===== config.mk =====
export PLATFORM = sky130hd
export DESIGN_NAME = two_of_five_serializer
export DESIGN_NICKNAME = d
export VERILOG_FILES = /design/src/rtl/two_of_five_serializer.sv
export SDC_FILE = /design/constraint.sdc
export NUM_CORES = 1
export LEC_CHECK = 0
export CAP_MARGIN = 20
export CORE_MARGIN = 4
export CORE_UTILIZATION = 45
export DETAILED_ROUTE_END_ITERATION = 10
export GPL_ROUTABILITY_DRIVEN = 0
export PLACE_DENSITY = 0.75
export RECOVER_POWER = 50
export SLEW_MARGIN = 20
export SYNTH_ARGS = -nofsm -noshare
export SYNTH_HDL_FRONTEND = slang
export SYNTH_SLANG_ARGS = --single-unit

===== constraint.sdc =====
create_clock -name clk -period 2.36 [get_ports clk]
set_input_delay 0.236 -clock clk [delete_from_list [all_inputs] [get_ports clk]]
set_output_delay 0.236 -clock clk [all_outputs]
set_load 0.05 [all_outputs]

===== src/rtl/two_of_five_serializer.sv =====
// Registered BCD-to-2-of-5 serializer: one packed word in, one codeword per digit out, LSD first.
// Optional saturating error-beat counter on err_count when TWO5_ERR_CNT_EN is defined.
module two_of_five_serializer #(
    parameter int NDIGITS = 4,
    parameter int ERR_W   = 8
) (
    input  logic                   clk,
    input  logic                   rst_n,
    input  logic                   in_valid,
    output logic                   in_ready,
    input  logic [4*NDIGITS-1:0]   in_bcd,
    output logic                   out_valid,
    input  logic                   out_ready,
    output logic [4:0]             out_code,
    output logic                   out_last,
    output logic                   out_err
`ifdef TWO5_ERR_CNT_EN
    ,
    output logic [ERR_W-1:0]       err_count
`endif
);

    localparam int IDX_W = (NDIGITS > 1) ? $clog2(NDIGITS) : 1;
    localparam logic [IDX_W-1:0] IDX_LAST = IDX_W'(NDIGITS - 1);

    generate
        if (NDIGITS < 1 || NDIGITS > 16 || ERR_W < 1) begin : g_bad_param
            $error("two_of_five_serializer: illegal NDIGITS or ERR_W");
        end
    endgenerate

    typedef enum logic {
        IDLE,
        SEND
    } state_t;

    state_t               state_q, state_d;
    logic [4*NDIGITS-1:0] hold_q, hold_d;
    logic [IDX_W-1:0]     idx_q, idx_d;
    logic [IDX_W-1:0]     idx_inc;
    logic [3:0]           next_nib;
    logic                 out_valid_d, out_last_d, out_err_d;
    logic [4:0]           out_code_d;
    logic                 beat_fire, last_fire, accept;

    // Returns {err, code}; non-decimal nibbles map to an all-zero code.
    function automatic logic [5:0] encode(input logic [3:0] nib);
        case (nib)
            4'd0:    encode = 6'b0_00011;
            4'd1:    encode = 6'b0_00101;
            4'd2:    encode = 6'b0_00110;
            4'd3:    encode = 6'b0_01001;
            4'd4:    encode = 6'b0_01010;
            4'd5:    encode = 6'b0_01100;
            4'd6:    encode = 6'b0_10001;
            4'd7:    encode = 6'b0_10010;
            4'd8:    encode = 6'b0_10100;
            4'd9:    encode = 6'b0_11000;
            default: encode = 6'b1_00000;
        endcase
    endfunction

    assign beat_fire = out_valid && out_ready;
    assign last_fire = beat_fire && out_last;
    assign in_ready  = rst_n && ((state_q == IDLE) || last_fire);
    assign accept    = in_valid && in_ready;
    assign idx_inc   = idx_q + 1'b1;
    assign next_nib  = 4'(hold_q >> {idx_inc, 2'b00});

    always_comb begin
        state_d     = state_q;
        hold_d      = hold_q;
        idx_d       = idx_q;
        out_valid_d = out_valid;
        out_code_d  = out_code;
        out_last_d  = out_last;
        out_err_d   = out_err;

        case (state_q)
            IDLE: ;
            SEND: begin
                if (last_fire) begin
                    state_d     = IDLE;
                    out_valid_d = 1'b0;
                end else if (beat_fire) begin
                    idx_d                   = idx_inc;
                    {out_err_d, out_code_d} = encode(next_nib);
                    out_last_d              = (idx_inc == IDX_LAST);
                end
            end
            default: state_d = IDLE;
        endcase

        // A new word overrides the return to IDLE so back-to-back words have no bubble.
        if (accept) begin
            state_d                 = SEND;
            hold_d                  = in_bcd;
            idx_d                   = '0;
            out_valid_d             = 1'b1;
            {out_err_d, out_code_d} = encode(in_bcd[3:0]);
            out_last_d              = (IDX_LAST == '0);
        end
    end

    always_ff @(posedge clk) begin
        if (!rst_n) begin
            state_q   <= IDLE;
            hold_q    <= '0;
            idx_q     <= '0;
            out_valid <= 1'b0;
            out_code  <= '0;
            out_last  <= 1'b0;
            out_err   <= 1'b0;
        end else begin
            state_q   <= state_d;
            hold_q    <= hold_d;
            idx_q     <= idx_d;
            out_valid <= out_valid_d;
            out_code  <= out_code_d;
            out_last  <= out_last_d;
            out_err   <= out_err_d;
        end
    end

`ifdef TWO5_ERR_CNT_EN
    always_ff @(posedge clk) begin
        if (!rst_n) begin
            err_count <= '0;
        end else if (beat_fire && out_err && (err_count != '1)) begin
            err_count <= err_count + 1'b1;
        end
    end
`endif

endmodule


==> results.yml, run 1 <==
run_status:
  status: "finished, final reports clean"
synth:
  yosysTopAreaCell: "dfxtp_1"
  synth_area_mm2: 0.001485
  ys_top_cells_by_area: "dfxtp_1 (36%), ha_1 (9.3%), nand2_1 (9.1%)"
  synth_async_sr_flop_share: 0
  post_synth_and_or_nand_nor_area_fraction: 0.2342
  ys.flop_type: "dfxtp_1"
  synth_area_per_cell_um2: 8.635
  synthMuxAreaShare: 0.09014
  synth_compound_area_frac: 0.1542
  netlist.area_leader.share: 0.3639
  synth_edf_count: 0
  yosys_warnings: 0
  post_synth_fa_ha_maj_area_fraction: 0.09267
  synthCells: 172
  synth-seq-cells: 27
  synth_top_family_by_area: "simple AND/OR/NAND/NOR gates"
  synth_fp_nets: 203
  synth_seq_area_share: 0.3639
  synth_cell_types: 38
  synth_xor_area_frac: 0.005897
clock_network:
  cts_num_sinks: 27
  post_cts_buffers: 0
  cts_resized: 0
  hold_buffers: 0
  cts_buffers: 3
  cts_tree: "done"
  clockRootBuffer: "clkbuf_4"
  clockBufferDepth: 2
  h-tree-depth: 1
  clk_pin_slew_worst_paths_ps: 140
  worstSkewPairLatency_ps: 330
detailed_routing:
  totalWireLength_um: 3181
  drc: 0
  first_iter_violations: 36
  route.vias.total: 1302
  via_per_inst: 5.380
  drt_pass1_iterations: 4
  routedWlPerCell_um: 13.14
  ant_nets: 0
floorplanning:
  design.core.area_mm2: 0.003103
  start_util: 0.4786
  die_area_mm2: 0.004284
  die_x_um: 65.45
  dieHeight_um: 65.45
  io-pin-count: 29
  rows: 20
setup_path:
  r2r-start: "idx_q[0]$_SDFFE_PP0P_"
  slowest_stage: "mux4_2"
  critPathArrivalTime_ps: 2490
  critPathBufInv: 2
  crit_path_end_kind: "flop"
  cp_max_fo: 7
  path_delay_family: "adder cells"
  rrSetupSlack_ps: 150
  crit_type: "flop to flop"
  required_ps: 2640
  cp_slowest_stage_delay_ps: 410
  path_cells: "inv_1 > ha_1 > mux4_2 > inv_1 > ha_1 > a2111oi_1 > o221a_1"
  critPathLaunch: "idx_q[0]$_SDFFE_PP0P_"
  start_kind: "flop"
run:
  drv_cap: 0
final_layout:
  nets: 230
  syn_to_final_growth_pct: 23.42
  diodes: 0
  drive_gt1_frac: 0.06566
  post-route-util: 0.5907
power_and_ir_drop:
  p_int_mw: 0.6655
  ir_drop_mv: 0.2408
  clockPowerShare: 0.211
  finalPower_mw: 0.9580
  powerDensity_mw_per_mm2: 522.6
  seq_power_share: 0.529
  switching_share: 0.3053
  leakage_nw: 0.7493
  comb_power_share: 0.260
  p_switching_mw: 0.2924
global_route:
  grt-ovfl-total: 0
  grt_start_max_net_pins: 29
  grt_pass1_vias: 1245
  grt_usage: 0.1582
  antenna_found_initial: 0
  grt_pass1_wl_um: 5437
placement:
  pre_cts_ws_ps: 185.8
  hpwl_um: 2479
  io_buffers: 28
sta:
  fin_skew_ps: 3.156
  setup_viol: 0
  finalHoldViolCount: 0
  worst_slack_ps: 151.0
  finalCritPeriodShare: 0.9360
  period_minus_slack_ps: 2209
  finalMaxSlewViolations: 0
  worst_pin_slew_ps: 720.3
  whs_ps: 418.9
  fmax_mhz: 452.7
  tns_ps: 0
  max-slew-margin-rel: 0.5198
  rsz0062_at_grt: "false"
worst_hold_path:
  min_from: "in_bcd[7]"
  hold_path_class: "input pin to flop"
## logic make-up (layout without fill, tap and decap cells)
| family | after synthesis | in the layout |
|---|---|---|
| xor+xnor | 1 | 1 |
| simple gates | 75 | 75 |
| mux | 8 | 8 |
| flops | 27 | 27 |
| compound gates | 31 | 31 |
| fa+ha+maj | 11 | 11 |
| buf+inv | 19 | 45 |
## power groups by stage
stage / clock (mW) / combinational (mW) / sequential [mW]
finish: 0.202 / 0.249 / 0.507
global route: 0.224 / 0.272 / 0.511
CTS: 0.208 / 0.252 / 0.507
detailed placement: 0 / 0.251 / 0.518
global placement: 0 / 0.244 / 0.516
floorplan: 0 / 0.130 / 0.546
## final timing paths
check,endpoint,cells after the start
hold reg to reg,hold_q[7]$_SDFFE_PN0P_,2
setup / recovery,out_code[1]$_SDFFE_PN0P_,7
hold / removal,hold_q[7]$_SDFFE_PN0P_,3
setup reg to reg,out_code[1]$_SDFFE_PN0P_,7
## worst min-delay path, cell delays in order
cell             delay (ps)
clkdlybuf4s50_1         400
nand2_1                  50
nand2_1                  40
## placed cells by master, fill, tap and decap left out, types with 7 or more instances in the layout
cell	netlist	layout
nand2_1	36	36
dfxtp_1	27	27
clkdlybuf4s50_1	0	27
nand3_1	17	17
ha_1	11	11
nor2_1	8	8
inv_1	7	7
## sequential cells by signal, indices dropped and copies added, names as in the netlist
name / flops
out_last: 1
state_q: 1
out_code: 5
out_err: 1
out_valid: 1
idx_q: 2
hold_q: 16
## metal layers
metal | vias to the layer above | track usage | wire (um)
met5 | - | 0 | 0
met2 | 39 | 0.2769 | 1561
met4 | 0 | 0.03886 | 31
met3 | 3 | 0.03077 | 152
met1 | 601 | 0.1987 | 1436
li1 | 659 | - | -
## cells in the mapped netlist, types with 4 or more instances
| master | number |
|---|---|
| a21oi_1 | 4 |
| clkbuf_1 | 8 |
| dfxtp_1 | 27 |
| ha_1 | 11 |
| inv_1 | 7 |
| mux2i_1 | 4 |
| nand2_1 | 36 |
| nand3_1 | 17 |
| nor2_1 | 8 |
| o211ai_1 | 4 |
| o21ai_0 | 4 |
## final cells by class
type	instances	area [um^2]
inverter	7	26.28
fill	302	1270
clock buffer	4	26.28
multi-input combinational	126	857.1
sequential	27	540.5
tap	44	55.05
timing repair buffer	34	327.8
## per-stage QoR
step           cell area, um^2  instances
5_1_grt                   1833        242
4_1_cts                   1841        242
6_report                  1833        242
3_5_place_dp              1814        238
3_3_place_gp              1814        238
2_1_floorplan             1485        172
Power figures use the tool's default switching activity.
==> run 2: changes to the inputs <==
--- a/config.mk
+++ b/config.mk
@@ -10,6 +10,7 @@
 export CORE_UTILIZATION = 45
 export DETAILED_ROUTE_END_ITERATION = 10
 export GPL_ROUTABILITY_DRIVEN = 0
+export GPL_TIMING_DRIVEN = 0
 export PLACE_DENSITY = 0.75
 export RECOVER_POWER = 50
 export SLEW_MARGIN = 20
==> run 2 against run 1 <==
Net effect: die area stayed put; routed wire length rose by 4.1%; via count is 3.2% higher; cell count up 2.5%; sequential share of layout area fell by 0.69 points; critical path depth is 1 lower; register-to-register slack worse by 60 ps; clock-buffer cell count shrank 1; non-clock buffer count rose by 6; clock power about the same.
==> results.yml, run 2 (same netlist as run 1, synthesis figures left out) <==
final_layout:
  largest_register_ff_count: 16
  drive_gt1_frac: 0.08824
  largestRegisters: "hold_q: 16 flops, out_code: 5 flops, idx_q: 2 flops"
  nets: 236
  syn_to_final_growth_pct: 26.37
  layout_commonest_cell: "nand2_1"
  final_area_mm2: 0.001877
  final_cell_mix: "nand2_1 (36), dfxtp_1 (27), nand3_1 (17), clkdlybuf4s50_1 (17), ha_1 (10)"
  fill_cells: 302
  diodes: 0
  largest_register: "hold_q"
  final_cells: 248
placement:
  dpl_cell_area_mm2: 0.001800
  place_inst: 242
  hpwl_um: 2479
  io_buffers: 26
global_route:
  grt_usage: 0.1575
  grt_start_max_net_pins: 16
  grt_pass1_vias: 1244
  grt-ovfl-total: 0
  antenna_found_initial: 0
  grt_pass1_wl_um: 5347
detailed_routing:
  ant_nets: 0
  first_iter_violations: 57
  drt_pass1_iterations: 4
  routedWlPerCell_um: 13.35
  totalWireLength_um: 3310
  via_per_inst: 5.419
  drc: 0
  route.vias.total: 1344
setup_path:
  cp_slowest_stage_delay_ps: 630
  path_delay_family: "multiplexers"
  r2r-end: "out_code[3]$_SDFFE_PN0P_"
  path_cells: "buf_6 > inv_1 > ha_4 > mux4_2 > o311ai_0 > and4b_1"
  cp_max_fo: 8
  worst-r2r-cell-count: 6
  crit_type: "flop to flop"
  slowest_stage: "mux4_2"
  required_ps: 2640
  critPathArrivalTime_ps: 2540
  start_kind: "flop"
  crit_path_end_kind: "flop"
  critPathBufInv: 2
  r2r-start: "idx_q[0]$_SDFFE_PP0P_"
  rrSetupSlack_ps: 90
floorplanning:
  io-pin-count: 29
  start_util: 0.4786
  rows: 20
  die_area_mm2: 0.004284
  die_x_um: 65.45
  dieHeight_um: 65.45
  design.core.area_mm2: 0.003103
clock_network:
  clockRootBuffer: "clkbuf_4"
  cts_buffers: 3
  clockBufferDepth: 2
  cts_num_sinks: 27
  cts_tree: "done"
  worstSkewPairLatency_ps: 330
  h-tree-depth: 1
  hold_buffers: 0
  clk_pin_slew_worst_paths_ps: 150
sta:
  fin_skew_ps: 6.674
  finalHoldViolCount: 0
  whs_ps: 287.0
  finalCritPeriodShare: 0.9608
  fmax_mhz: 441.0
  worst_pin_slew_ps: 706.7
  max-slew-margin-rel: 0.5289
  tns_ps: 0
  setup_viol: 0
  finalMaxSlewViolations: 0
  rsz0062_at_grt: "false"
  period_minus_slack_ps: 2267
run_status:
  status: "finished, final reports clean"
power_and_ir_drop:
  powerDensity_mw_per_mm2: 517.7
  ir_drop_mv: 0.2831
  leakage_nw: 0.7842
  finalPower_mw: 0.9717
worst_hold_path:
  hold_depth: 3
  hold_path_class: "input pin to flop"
  min_from: "in_bcd[2]"
  hold_end: "hold_q[2]$_SDFFE_PN0P_"
run:
  drv_cap: 0
-- run 2: metal layers --
metal / vias up / wire length, um / track usage / part of all wire
met5: - / 0 / 0 / 0
met2: 40 / 1605 / 0.2705 / 0.48
li1: 671 / - / - / -
met3: 2 / 154 / 0.03419 / 0.047
met4: 0 / 17 / 0.04404 / 0.0051
met1: 631 / 1534 / 0.1977 / 0.46
-- run 2: worst reg2reg max path, stage by stage, from the launching register on --
cell,delay [ps]
dfxtp_1,360
buf_6,140
inv_1,80
ha_4,310
mux4_2,630
o311ai_0,460
and4b_1,250
-- run 2: how the worst max path moves through the flow --
| stage | start | endpoint | slack [ps] | depth (start not counted) |
|---|---|---|---|---|
| finish | idx_q[0]$_SDFFE_PP0P_ | out_code[3]$_SDFFE_PN0P_ | 90 | 6 |
| global route | idx_q[0]$_SDFFE_PP0P_ | out_code[1]$_SDFFE_PN0P_ | 6 | 9 |
| CTS | rst_n | in_ready | 30 | 4 |
| detailed placement | idx_q[0]$_SDFFE_PP0P_ | out_code[1]$_SDFFE_PN0P_ | -110 | 9 |
| global placement | idx_q[0]$_SDFFE_PP0P_ | out_code[1]$_SDFFE_PN0P_ | 30 | 8 |
| floorplan | out_last$_SDFFE_PP0P_ | in_ready | 60 | 2 |
-- run 2: power breakdown --
group / internal, mW / switching [mW]
Combinational: 0.114 / 0.151
Sequential: 0.487 / 0.0149
Clock: 0.0636 / 0.140
Total: 0.665 / 0.307
-- run 2: final cells by class --
class,instances,area (um^2),share of cell area
plain buffers,12,61.31,0.03267
inverters,7,26.28,0.01400
well taps,44,55.05,0.02933
flip-flops and latches,27,540.5,0.2880
repair buffers,28,277.8,0.1480
clock inverters,1,5.005,0.002667
multi-input cells,126,888.4,0.4733
clock buffers,3,22.52,0.01200
-- run 2: metrics by stage --
step	setup WS, ps	util
finish	92.57	0.6048
floorplan	60.29	-
global route	6.461	0.6048
CTS	28.79	0.5948
global placement	26.99	0.5802
detailed placement	-110.4	0.5802
-- run 2: timing repair --
action	4_1_cts	5_1_grt
pin swaps	0	2
buffers inserted	0	2
resized for setup	3	4
endpoints found under the setup margin	1	2
